[src/rtl/ot_tx_word_arbiter.sv]
// Packet-granular round-robin arbiter: two 32-bit word producers share one
// byte-wide valid/ready UART TX stream, each word sent least-significant byte first.
module ot_tx_word_arbiter #(
  parameter int unsigned INIT_PRIORITY = 0,
  parameter int unsigned STALL_TIMEOUT = 1024,
  parameter int unsigned CNT_W         = 16
) (
  input  logic        clk,
  input  logic        rstn,
  input  logic        req0_valid,
  output logic        req0_ready,
  input  logic [31:0] req0_word,
  input  logic        req0_last,
  input  logic        req1_valid,
  output logic        req1_ready,
  input  logic [31:0] req1_word,
  input  logic        req1_last,
  output logic        tx_valid,
  input  logic        tx_ready,
  output logic [7:0]  tx_data,
  output logic        busy,
  output logic        owner,
  output logic        pkt_done,
  output logic        pkt_abort
);

  localparam logic [1:0] ST_IDLE   = 2'd0;
  localparam logic [1:0] ST_ACCEPT = 2'd1;
  localparam logic [1:0] ST_SEND   = 2'd2;

  localparam logic             INIT_RR   = (INIT_PRIORITY != 0);
  localparam logic             STALL_EN  = (STALL_TIMEOUT != 0);
  localparam logic [CNT_W-1:0] STALL_LIM = CNT_W'(STALL_TIMEOUT);

  logic [1:0]       state_q, state_d;
  logic             owner_q, owner_d;
  logic             busy_q, busy_d;
  logic             rr_q, rr_d;
  logic [CNT_W-1:0] stall_cnt_q, stall_cnt_d;
  logic [1:0]       idx_q, idx_d;
  logic [31:0]      word_q, word_d;
  logic             last_q, last_d;
  logic             tx_valid_q, tx_valid_d;
  logic [7:0]       tx_data_q, tx_data_d;
  logic             pkt_done_q, pkt_done_d;
  logic             pkt_abort_q, pkt_abort_d;

  logic        own_valid;
  logic [31:0] own_word;
  logic        own_last;
  logic        grant_sel;

  assign own_valid = owner_q ? req1_valid : req0_valid;
  assign own_word  = owner_q ? req1_word  : req0_word;
  assign own_last  = owner_q ? req1_last  : req0_last;

  // Under contention the pointer decides; otherwise whichever one is asking.
  assign grant_sel = (req0_valid && req1_valid) ? rr_q : req1_valid;

  assign req0_ready = (state_q == ST_ACCEPT) && !owner_q;
  assign req1_ready = (state_q == ST_ACCEPT) &&  owner_q;

  always_comb begin
    state_d     = state_q;
    owner_d     = owner_q;
    busy_d      = busy_q;
    rr_d        = rr_q;
    stall_cnt_d = stall_cnt_q;
    idx_d       = idx_q;
    word_d      = word_q;
    last_d      = last_q;
    tx_valid_d  = tx_valid_q;
    tx_data_d   = tx_data_q;
    pkt_done_d  = 1'b0;
    pkt_abort_d = 1'b0;

    case (state_q)
      ST_IDLE: begin
        if (req0_valid || req1_valid) begin
          owner_d     = grant_sel;
          busy_d      = 1'b1;
          stall_cnt_d = '0;
          state_d     = ST_ACCEPT;
        end
      end

      ST_ACCEPT: begin
        if (own_valid) begin
          word_d      = own_word;
          last_d      = own_last;
          stall_cnt_d = '0;
          idx_d       = 2'd0;
          tx_valid_d  = 1'b1;
          tx_data_d   = own_word[7:0];
          state_d     = ST_SEND;
        end else if (STALL_EN) begin
          stall_cnt_d = stall_cnt_q + CNT_W'(1);
          if (stall_cnt_d == STALL_LIM) begin
            pkt_abort_d = 1'b1;
            busy_d      = 1'b0;
            rr_d        = ~owner_q;
            stall_cnt_d = '0;
            state_d     = ST_IDLE;
          end
        end
      end

      ST_SEND: begin
        if (tx_ready) begin
          if (idx_q != 2'd3) begin
            idx_d     = idx_q + 2'd1;
            tx_data_d = 8'(word_q >> {idx_d, 3'b000});
          end else begin
            tx_valid_d = 1'b0;
            if (last_q) begin
              pkt_done_d = 1'b1;
              busy_d     = 1'b0;
              rr_d       = ~owner_q;
              state_d    = ST_IDLE;
            end else begin
              state_d = ST_ACCEPT;
            end
          end
        end
      end

      default: begin
        state_d    = ST_IDLE;
        busy_d     = 1'b0;
        tx_valid_d = 1'b0;
      end
    endcase
  end

  always_ff @(posedge clk or negedge rstn) begin
    if (!rstn) begin
      state_q     <= ST_IDLE;
      owner_q     <= 1'b0;
      busy_q      <= 1'b0;
      rr_q        <= INIT_RR;
      stall_cnt_q <= '0;
      idx_q       <= 2'd0;
      word_q      <= 32'd0;
      last_q      <= 1'b0;
      tx_valid_q  <= 1'b0;
      tx_data_q   <= 8'd0;
      pkt_done_q  <= 1'b0;
      pkt_abort_q <= 1'b0;
    end else begin
      state_q     <= state_d;
      owner_q     <= owner_d;
      busy_q      <= busy_d;
      rr_q        <= rr_d;
      stall_cnt_q <= stall_cnt_d;
      idx_q       <= idx_d;
      word_q      <= word_d;
      last_q      <= last_d;
      tx_valid_q  <= tx_valid_d;
      tx_data_q   <= tx_data_d;
      pkt_done_q  <= pkt_done_d;
      pkt_abort_q <= pkt_abort_d;
    end
  end

  assign tx_valid  = tx_valid_q;
  assign tx_data   = tx_data_q;
  assign busy      = busy_q;
  assign owner     = owner_q;
  assign pkt_done  = pkt_done_q;
  assign pkt_abort = pkt_abort_q;

endmodule

[config.mk]
export PLATFORM = sky130hd
export DESIGN_NAME = ot_tx_word_arbiter
export DESIGN_NICKNAME = d
export VERILOG_FILES = /design/src/rtl/ot_tx_word_arbiter.sv
export SDC_FILE = /design/constraint.sdc
export NUM_CORES = 1
export LEC_CHECK = 0
export ABC_AREA = 1
export ABC_CLOCK_PERIOD_IN_PS = 1800
export BUFFER_PORTS_ARGS = -buffer_cell sky130_fd_sc_hd__buf_2
export CORE_ASPECT_RATIO = 1.5
export CORE_UTILIZATION = 49
export CTS_CLUSTER_DIAMETER = 150
export DETAILED_ROUTE_END_ITERATION = 8
export PLACE_DENSITY = 0.77
export SLEW_MARGIN = 25
export SYNTH_ARGS = -nofsm -noshare
export SYNTH_HDL_FRONTEND = slang
export SYNTH_SLANG_ARGS = --single-unit
[constraint.sdc]
create_clock -name clk -period 1.8 [get_ports clk]
set_clock_uncertainty 0.15 [all_clocks]
set_input_delay 0.36 -clock clk [delete_from_list [all_inputs] [get_ports clk]]
set_output_delay 0.36 -clock clk [all_outputs]
set_load 0.02 [all_outputs]
### Word-level counts from Yosys, hierarchy flattened

Cells that the tools add are included.

* flip-flop bits (word level): 67
* word-level logic and storage cells: 93
* output and inout port bits: 15

* eq/ne operators: 13
* shifts and indexed selects: 1
* add/subtract/negate cells: 2
* reduce and logical (&&, ||, !) cells: 16
* muxes and demuxes: 47
* bitwise gates (word level): 2

Operators by type and width (number)
* 16-bit 2-to-1 mux: 3
* 32-bit 2-to-1 mux: 1
* 16-bit case mux with 2 select lines: 1
* 32-bit by 5-bit right shift with 8-bit output: 1
* 1-bit 2-to-1 mux: 25
* 8-bit 2-to-1 mux: 3
* 16-bit by 1-bit adder with 16-bit output, second input constant: 1
* 16-bit by 11-bit equality test with 1-bit output, second input constant: 1
* 2-bit 2-to-1 mux: 8
* 2-bit inequality test, second input constant: 8
* 8-bit case mux with 2 select lines: 1
* 4-bit AND reduction: 3
* 6-bit AND reduction: 2
* 1-bit case mux with 3 select lines: 2
* 2-bit case mux with 3 select lines: 1
* 2-bit AND reduction: 3
* 2-bit case mux with 2 select lines: 1
* 2-bit nonzero test: 2
* 1-bit logical AND: 3
* 3-bit by 2-bit inequality test with 1-bit output, second input constant: 1
* 2-bit by 1-bit adder with 2-bit output, second input constant: 1
* 2-bit by 1-bit equality test with 1-bit output, second input constant: 1
* 2-bit equality test, second input constant: 1
* 2-bit zero test: 1
* 5 further kinds: 6

### Logic depth before layout (Yosys ltp)

Gate-level depths: netlist of the first run.

* depth after elaboration: 5
* mapped depth: 14

### Least setup slack after synthesis of the first run

No wires, ideal clock.

* kind: register to output
* from: register owner_q, in the netlist owner
* to: output req1_ready
* arrival: 1.528 ns
* slack: -0.238 ns
* buffers on the path: 3
* cell stages (with the launch flop): 6
* cell sequence: dfrtp_1 buf_2 clkinv_1 buf_2 buf_2 nor2_1

* word-level cells in the longest chain between the ends: 1

RTL lines
* start, declared: line 36 `logic owner_q, owner_d;`
* start signal, assigned: line 151 `owner_q <= owner_d;`
* 1-bit logical AND: line 61 `assign req1_ready = (state_q == ST_ACCEPT) && owner_q;`
* end, declared: line 15 `output logic req1_ready,`

Every way passes these cells.

### Worst setup path in the final report of the first run

* from: register stall_cnt_q[1]
* to: register busy_q, in the netlist busy

* word-level cells in the longest chain between the ends: 4

RTL lines
* start, declared: line 39 `logic [CNT_W-1:0] stall_cnt_q, stall_cnt_d;`
* start signal, assigned: line 154 `stall_cnt_q <= stall_cnt_d;`
* 16-bit by 1-bit adder with 16-bit output: line 97 `stall_cnt_d = stall_cnt_q + CNT_W'(1);`
* 16-bit by 11-bit equality test with 1-bit output: line 98 `if (stall_cnt_d == STALL_LIM) begin`
* 2-bit by 1-bit inequality test with 1-bit output (no line)
* 6-bit AND reduction (no line)
* end signal, assigned: line 152 `busy_q <= busy_d;`
* end, declared: line 37 `logic busy_q, busy_d;`

Every way passes these cells.
A chain may end at the register's enable or synchronous reset.

==> results of run 1 <==
==> per-stage QoR <==
step                      TNS [ps]  total power (uW)  worst slack, ps  instance area (um^2)
after global routing         -1970              7970             -324                  4990
after global placement        -217              5570            -71.7                  4470
after CTS                     -558              7200             -128                  4800
final                        -1110              7460             -215                  4990
after floorplan               -124              4530            -47.8                  3740
after detailed placement      -573              5650             -132                  4470
==> timing repair <==
action / in CTS / in global routing
gates cloned: 0 / 3
hold buffers: 1 / 0
hold endpoints to repair: 17 / 0
gates resized for setup: 21 / 36
setup buffers: 4 / 5
pin swaps: 5 / 23
setup endpoints to repair: 16 / 21
==> cell usage after synthesis <==
| cell type | n | share of area, % |
|---|---|---|
| nand4_1 | 8 | 1.3 |
| a31oi_1 | 25 | 4.2 |
| a32oi_1 | 8 | 1.9 |
| ha_1 | 2 | 0.67 |
| clkinv_1 | 2 | 0.20 |
| o211ai_1 | 8 | 1.6 |
| o21ai_1 | 1 | 0.13 |
| nor2_4 | 5 | 1.5 |
| buf_1 | 3 | 0.30 |
| xor2_2 | 1 | 0.44 |
| o22ai_1 | 1 | 0.17 |
| o21ai_2 | 2 | 0.47 |
| dfrtp_1 | 67 | 45 |
| o32ai_1 | 5 | 1.2 |
| nor2_2 | 5 | 0.84 |
| a32o_1 | 2 | 0.54 |
| nand2_2 | 6 | 1.0 |
| buf_2 | 7 | 0.94 |
| nor3_1 | 1 | 0.13 |
| nor2_1 | 44 | 4.4 |
| inv_1 | 41 | 4.1 |
| o21ai_0 | 31 | 4.2 |
| clkbuf_1 | 13 | 1.3 |
| nand3_1 | 21 | 2.8 |
| nand3_2 | 3 | 0.81 |
| xor2_1 | 1 | 0.24 |
| a21oi_1 | 8 | 1.1 |
| inv_2 | 6 | 0.61 |
| buf_4 | 1 | 0.20 |
| nand2_1 | 174 | 18 |
==> worst max path at each step <==
stage	start	to	slack [ps]	depth (start not counted)
finish	stall_cnt_q[1]	busy	-210	14
global route	stall_cnt_q[1]	rr_q	-320	14
CTS	stall_cnt_q[1]	busy	-130	14
detailed placement	stall_cnt_q[0]	busy	-130	14
global placement	stall_cnt_q[6]	busy	-70	13
floorplan	stall_cnt_q[1]	busy	-50	14
==> state kept, by name, indices dropped and copies added, names as in the netlist <==
register     cells
tx_data          8
owner            1
stall_cnt_q     16
pkt_done         1
tx_valid         1
idx_q            2
last_q           1
rr_q             1
pkt_abort        1
state_q          2
busy             1
word_q          32
==> critical path, delay by kind of cell (launching register included) <==
family	cells	cell delay, ps
adder cells (fa/ha/maj)	1	180
flip-flops	1	410
AND/OR/NAND/NOR	13	1160
==> cells by family (layout without fill, tap and decap cells) <==
group                      count (synthesis)  count (layout)  share of synthesized area, %
DFF                                       67              67                          45.1
and+or+nand+nor                          267             267                          30.5
adders and majority gates                  2               2                         0.672
xor gates and xnor gates                   2               2                         0.673
buffers and inverters                     73             192                          7.70
AOI/OAI and AO/OA                         91              94                          15.4
==> metal layers <==
metal	up-vias	track usage [%]
met1	1883	31.9
met4	0	16.7
met2	160	51.3
met3	50	4.53
met5	-	0
li1	1884	-
==> area by class of cell <==
| cell class | count | area share [%] |
|---|---|---|
| Clock buffer | 9 | 2.48 |
| Clock inverter | 7 | 2.01 |
| Inverter | 49 | 3.86 |
| Multi-Input combinational cell | 365 | 39.1 |
| Sequential cell | 67 | 33.7 |
| Tap cell | 100 | 2.51 |
| Timing Repair Buffer | 127 | 16.4 |
==> report_power, final <==
part / internal [uW] / total, uW / switching [uW]
registers: 2070 / 2490 / 419
clock network: 789 / 1420 / 635
logic: 1360 / 3550 / 2190
total: 4220 / 7460 / 3240
==> reports/metrics.yaml, run 1 <==
status: "complete, but fails checks"
violations: "negative setup slack"
cpMostUsedCell: "nand2_2"
vdd_drop_max_mv: 0.880
path_cells: "ha_4, nand3_4, nor2_4, nand2_2, nand2_2, nand2_2, nor2_2, nand2_2, nor2_4, nand2_2, nand2_2, nand3_2, nand2_1, nand2_1"
start_util_pct: 51.2
top_layer_used: "met4"
path_clk_slew_ps: 80
regArea_mm2: 0.00168
grt_pass1_wl_um: 17400
grt_use_total_pct: 28.8
regToRegStartpoint: "stall_cnt_q[1]"
max_stage_delay_ps: 410
final_cell_mix: "157 x nand2_1, 83 x buf_2, 64 x dfrtp_1"
min_period_ps: 2010
overflow: 0
antenna_left: 0
grt_max_degree: 49
end_kind: "flop"
path_class: "reg2reg"
stdcell_count: 724
syn_inst: 502
hold_viol: 0
dieArea_mm2: 0.00795
arrival_ps: 2100
drive_gt1_share_pct: 33.5
synth_seq_cells: 67
max_cap_violations: 0
dieWidth_um: 73.2
netlist_area_mm2: 0.00372
holdPathEnd: "word_q[20]"
grt_pass1_vias: 3910
drv_slew: 0
post-dp-hpwl_um: 7740
cp_max_fo: 6
dr_wl_met2_um: 5870
utilization_pct: 68.6
htreeDepth: 3
ys_warn_count: 0
firstDrtPassIters: 4
cts.path.max_buffers: 2
wl_met1_um: 4040
leakage_uw: 0.00245
core_mm2: 0.00727
wl_per_cell_um: 15.4
dpl.cell_count: 695
die_h_um: 109
drt_iter0_drc: 322
startpoint_type: "flop"
cpMaxStageDelayCell: "dfrtp_1"
nets: 692
area_growth_pct: 34.0
cts_tree: "built"
gp_congestion: 0.994
slew_headroom_pct: 65.4
vias: 3977
worstRegToRegCells: 14
setup_slack_ps: -215
route.met3.wl_um: 673
n_fill_cell: 589
clk_latency_ps: 340
holdCritPathClass: "in2reg"
antenna_cells: 0
crit_required_ps: 1880
totalWireLength_um: 11100
cts_inserted_buffers: 9
drc: 0
tightest_slew_ps: 519
regToRegSetupSlack_ps: -210
syn_area_per_cell_um2: 7.41
finalSetupViolCount: 8
rsz0062_at_grt: "true"
io_buffer_count: 85
multiInputGateArea_mm2: 0.00195
antenna_found_initial: 0
holdWs_ps: 115
clockRootBuffer: "clkbuf_8"
rows: 38
max_freq_mhz: 496
layout.cells.most_common: "nand2_1"
p_per_area_mw_per_mm2: 1500
min_delay_path_depth: 3
synth_nets: 575
clock-sinks: 67
yosysSeqAreaShare_pct: 45.1
viasPerCell: 5.49
r2r-end: "busy"
io_pins: 86
fin_crit_sh_pct: 112
synth.distinct_cells: 30
worstHoldStart: "req1_word[20]"
Power figures use the tool's default switching activity.
==> run 2, diff against run 1 <==
--- a/config.mk
+++ b/config.mk
@@ -6,13 +6,13 @@
 export NUM_CORES = 1
 export LEC_CHECK = 0
 export ABC_AREA = 1
-export ABC_CLOCK_PERIOD_IN_PS = 1800
+export ABC_CLOCK_PERIOD_IN_PS = 2500
 export BUFFER_PORTS_ARGS = -buffer_cell sky130_fd_sc_hd__buf_2
 export CORE_ASPECT_RATIO = 1.5
-export CORE_UTILIZATION = 49
+export CORE_UTILIZATION = 55
 export CTS_CLUSTER_DIAMETER = 150
 export DETAILED_ROUTE_END_ITERATION = 8
-export PLACE_DENSITY = 0.77
+export PLACE_DENSITY = 0.81
 export SLEW_MARGIN = 25
 export SYNTH_ARGS = -nofsm -noshare
 export SYNTH_HDL_FRONTEND = slang
==> constraint.sdc (replaced) <==
create_clock -name clk -period 2.5 [get_ports clk]
set_clock_uncertainty 0.15 [all_clocks]
set_input_delay 0.5 -clock clk [delete_from_list [all_inputs] [get_ports clk]]
set_output_delay 0.5 -clock clk [all_outputs]
set_load 0.01 [all_outputs]
==> run 2 against run 1 <==
Net effect: power down 36%; via count down 6.2%; final cell count down 8.6%; cell area down 12%; clock power down 34%; the run ends with negative hold slack left; largest power group unchanged; flip-flop and latch count unchanged.
==> reports/metrics.yaml, run 2 (same netlist as run 1, synthesis figures left out) <==
violations: "negative hold slack"
setup_slack_ps: 368  # +583 ps
largest_reg_flops: 32  # unchanged
holdWs_ps: -8.69  # -124 ps
rsz0062_at_grt: "false"
totalWireLength_um: 10100  # -9.3%
hold_viol: 5  # +5
pwr-share-comb_pct: 42.2  # -5.4 points
cts.path.max_buffers: 2  # unchanged
holdCritPathClass: "in2async"
io_buffer_count: 85  # unchanged
dpl_cell_area_mm2: 0.00420  # -5.9%
cts_tree: "built"
final_cell_mix: "174 x nand2_1, 85 x buf_2, 67 x dfrtp_1"
dieArea_mm2: 0.00711  # -11%
n_fill_cell: 573  # -2.7%
end_kind: "flop"
finalSetupViolCount: 0  # -8
gp_congestion: 0.995  # about the same
p_sw_share_pct: 43.7  # +0.26 points
grt_max_degree: 68  # +39%
grt_pass1_vias: 3550  # -9.2%
io_pins: 86  # unchanged
post-dp-hpwl_um: 7390  # -4.5%
cts_setup_buffers: 0  # -4
ctsResizeCount: 0  # -100%
core_mm2: 0.00653  # -10%
p_per_area_mw_per_mm2: 1080  # -28%
clock-sinks: 67  # unchanged
p_seq_share_pct: 38.1  # +4.8 points
cp_max_fo: 4  # -2
p_clk_share_pct: 19.7  # +0.6 points
start_util_pct: 57.0  # +5.8 points
overflow: 0  # unchanged
antenna_cells: 0  # unchanged
arrival_ps: 2230  # +130 ps
area_growth_pct: 18.4
leakage_uw: 0.00221  # -10%
die_h_um: 103  # -5.5%
nets: 654  # -5.5%
vdd_drop_max_mv: 0.663  # -25%
crit_required_ps: 2600  # +720 ps
cpMostUsedCell: "nand2_1"
max_cap_violations: 0  # unchanged
cpMaxStageDelayCell: "dfrtp_1"
largest_register: "word_q"
antenna_left: 0  # unchanged
clockRootBuffer: "clkbuf_8"
cts_inserted_buffers: 9  # unchanged
pre_cts_ws_ps: 421  # +552 ps
min_period_ps: 2130  # +117 ps
wl_per_cell_um: 15.2  # -0.82%
path_clk_slew_ps: 80  # about the same
max_stage_delay_ps: 430  # +20 ps
layout.cells.most_common: "nand2_1"
stdcell_count: 662  # -8.6%
p_sw_uw: 2080  # -36%
path_cells: "ha_1, nand2_1, inv_1, nand3_1, nand2_1, nand3_1, nor2_1, nand2_1, nor2_4, nand2_2, nand2_2, nand3_1, nand2_1, nand2_1"
status: "complete, but fails checks"
htreeDepth: 3  # unchanged
slew_headroom_pct: 55.4  # -10 points
firstDrtPassIters: 5  # +1
viasPerCell: 5.63  # +2.6%
fin_tns_setup_ps: 0  # +1110 ps
vias: 3730  # -6.2%
grt_pass1_wl_um: 16300  # -6.3%
fin_area_mm2: 0.00441  # -12%
rows: 36  # -5.3%
grt_use_total_pct: 29.7  # +0.85 points
dpl.cell_count: 646  # -7.1%
drc: 0  # unchanged
tightest_slew_ps: 669  # +150 ps
fin_crit_sh_pct: 85.3  # -27 points
drv_slew: 0  # unchanged
ctsHoldBuffers: 0  # -1
drive_gt1_share_pct: 23.2  # -10 points
dieWidth_um: 69.2  # -5.5%
path_class: "reg2reg"
startpoint_type: "flop"
drt_iter0_drc: 255  # -21%
clk_latency_ps: 350  # about the same
antenna_found_initial: 0  # unchanged
p_int_uw: 2670  # -37%
max_freq_mhz: 469  # -5.5%
[run 2: cell types whose count changed in the layout (fill, tap and decap cells not counted), moves of 4 or more]
cell | previous run | this run
nand3_1 | 16 | 21
nand2_1 | 157 | 174
buf_6 | 6 | 0
nor2_1 | 37 | 44
clkinv_4 | 4 | 0
nand2_2 | 22 | 6
nor2_4 | 10 | 5
buf_4 | 33 | 6
[run 2: critical path: cells and delay by family (launching register included)]
family,cells,cell delay (ps)
simple gates,12,1080
flops,1,430
fa+ha+maj,1,250
buf+inv,1,110
[run 2: per-stage QoR]
stage	utilization, %	hold WS [ps]	power (uW)
after CTS	67.5	15.0	4740
after detailed placement	64.4	320	3810
after floorplan	-	54.4	3160
after global placement	64.4	329	3740
after global routing	67.5	36.4	5100
final	67.5	-8.69	4750
[run 2: final cells by class]
cell class / instances / area [um^2] / area share [%]
multi-input combinational: 362 / 1760 / 39.9
tap: 76 / 95.1 / 2.16
sequential: 67 / 1680 / 38.1
clock inverter: 6 / 63.8 / 1.45
inverter: 49 / 184 / 4.17
clock buffer: 10 / 138 / 3.12
timing repair buffer: 92 / 490 / 11.1
[run 2: power groups by stage]
stage / logic (uW) / registers [uW] / clock network (uW)
floorplan: 1440 / 1720 / 0
global placement: 1940 / 1800 / 0
detailed placement: 1990 / 1820 / 0
CTS: 2000 / 1800 / 939
global route: 2270 / 1850 / 983
finish: 2010 / 1810 / 933
[run 2: final timing paths]
| check | startpoint | endpoint | slack (ps) | depth (start not counted) |
|---|---|---|---|---|
| worst max-delay path | stall_cnt_q[1] | busy | 370 | 14 |
| worst min-delay path | rstn | word_q[4] | -9 | 2 |
| worst min register to register | busy | busy | 350 | 2 |
| max in group asynchronous | rstn | word_q[15] | 1910 | 2 |
| worst max register to register | stall_cnt_q[1] | busy | 370 | 14 |
| min in group clk | req0_word[29] | word_q[29] | 250 | 3 |
[run 2: per-layer routing]
metal,wire (um),share of wire (%),global-route usage (%),vias up
met5,0,0,0,-
met4,427,4.2,17.1,0
met3,570,5.7,2.74,38
met2,5190,51,54.3,174
met1,3900,39,34.0,1715
li1,-,-,-,1803
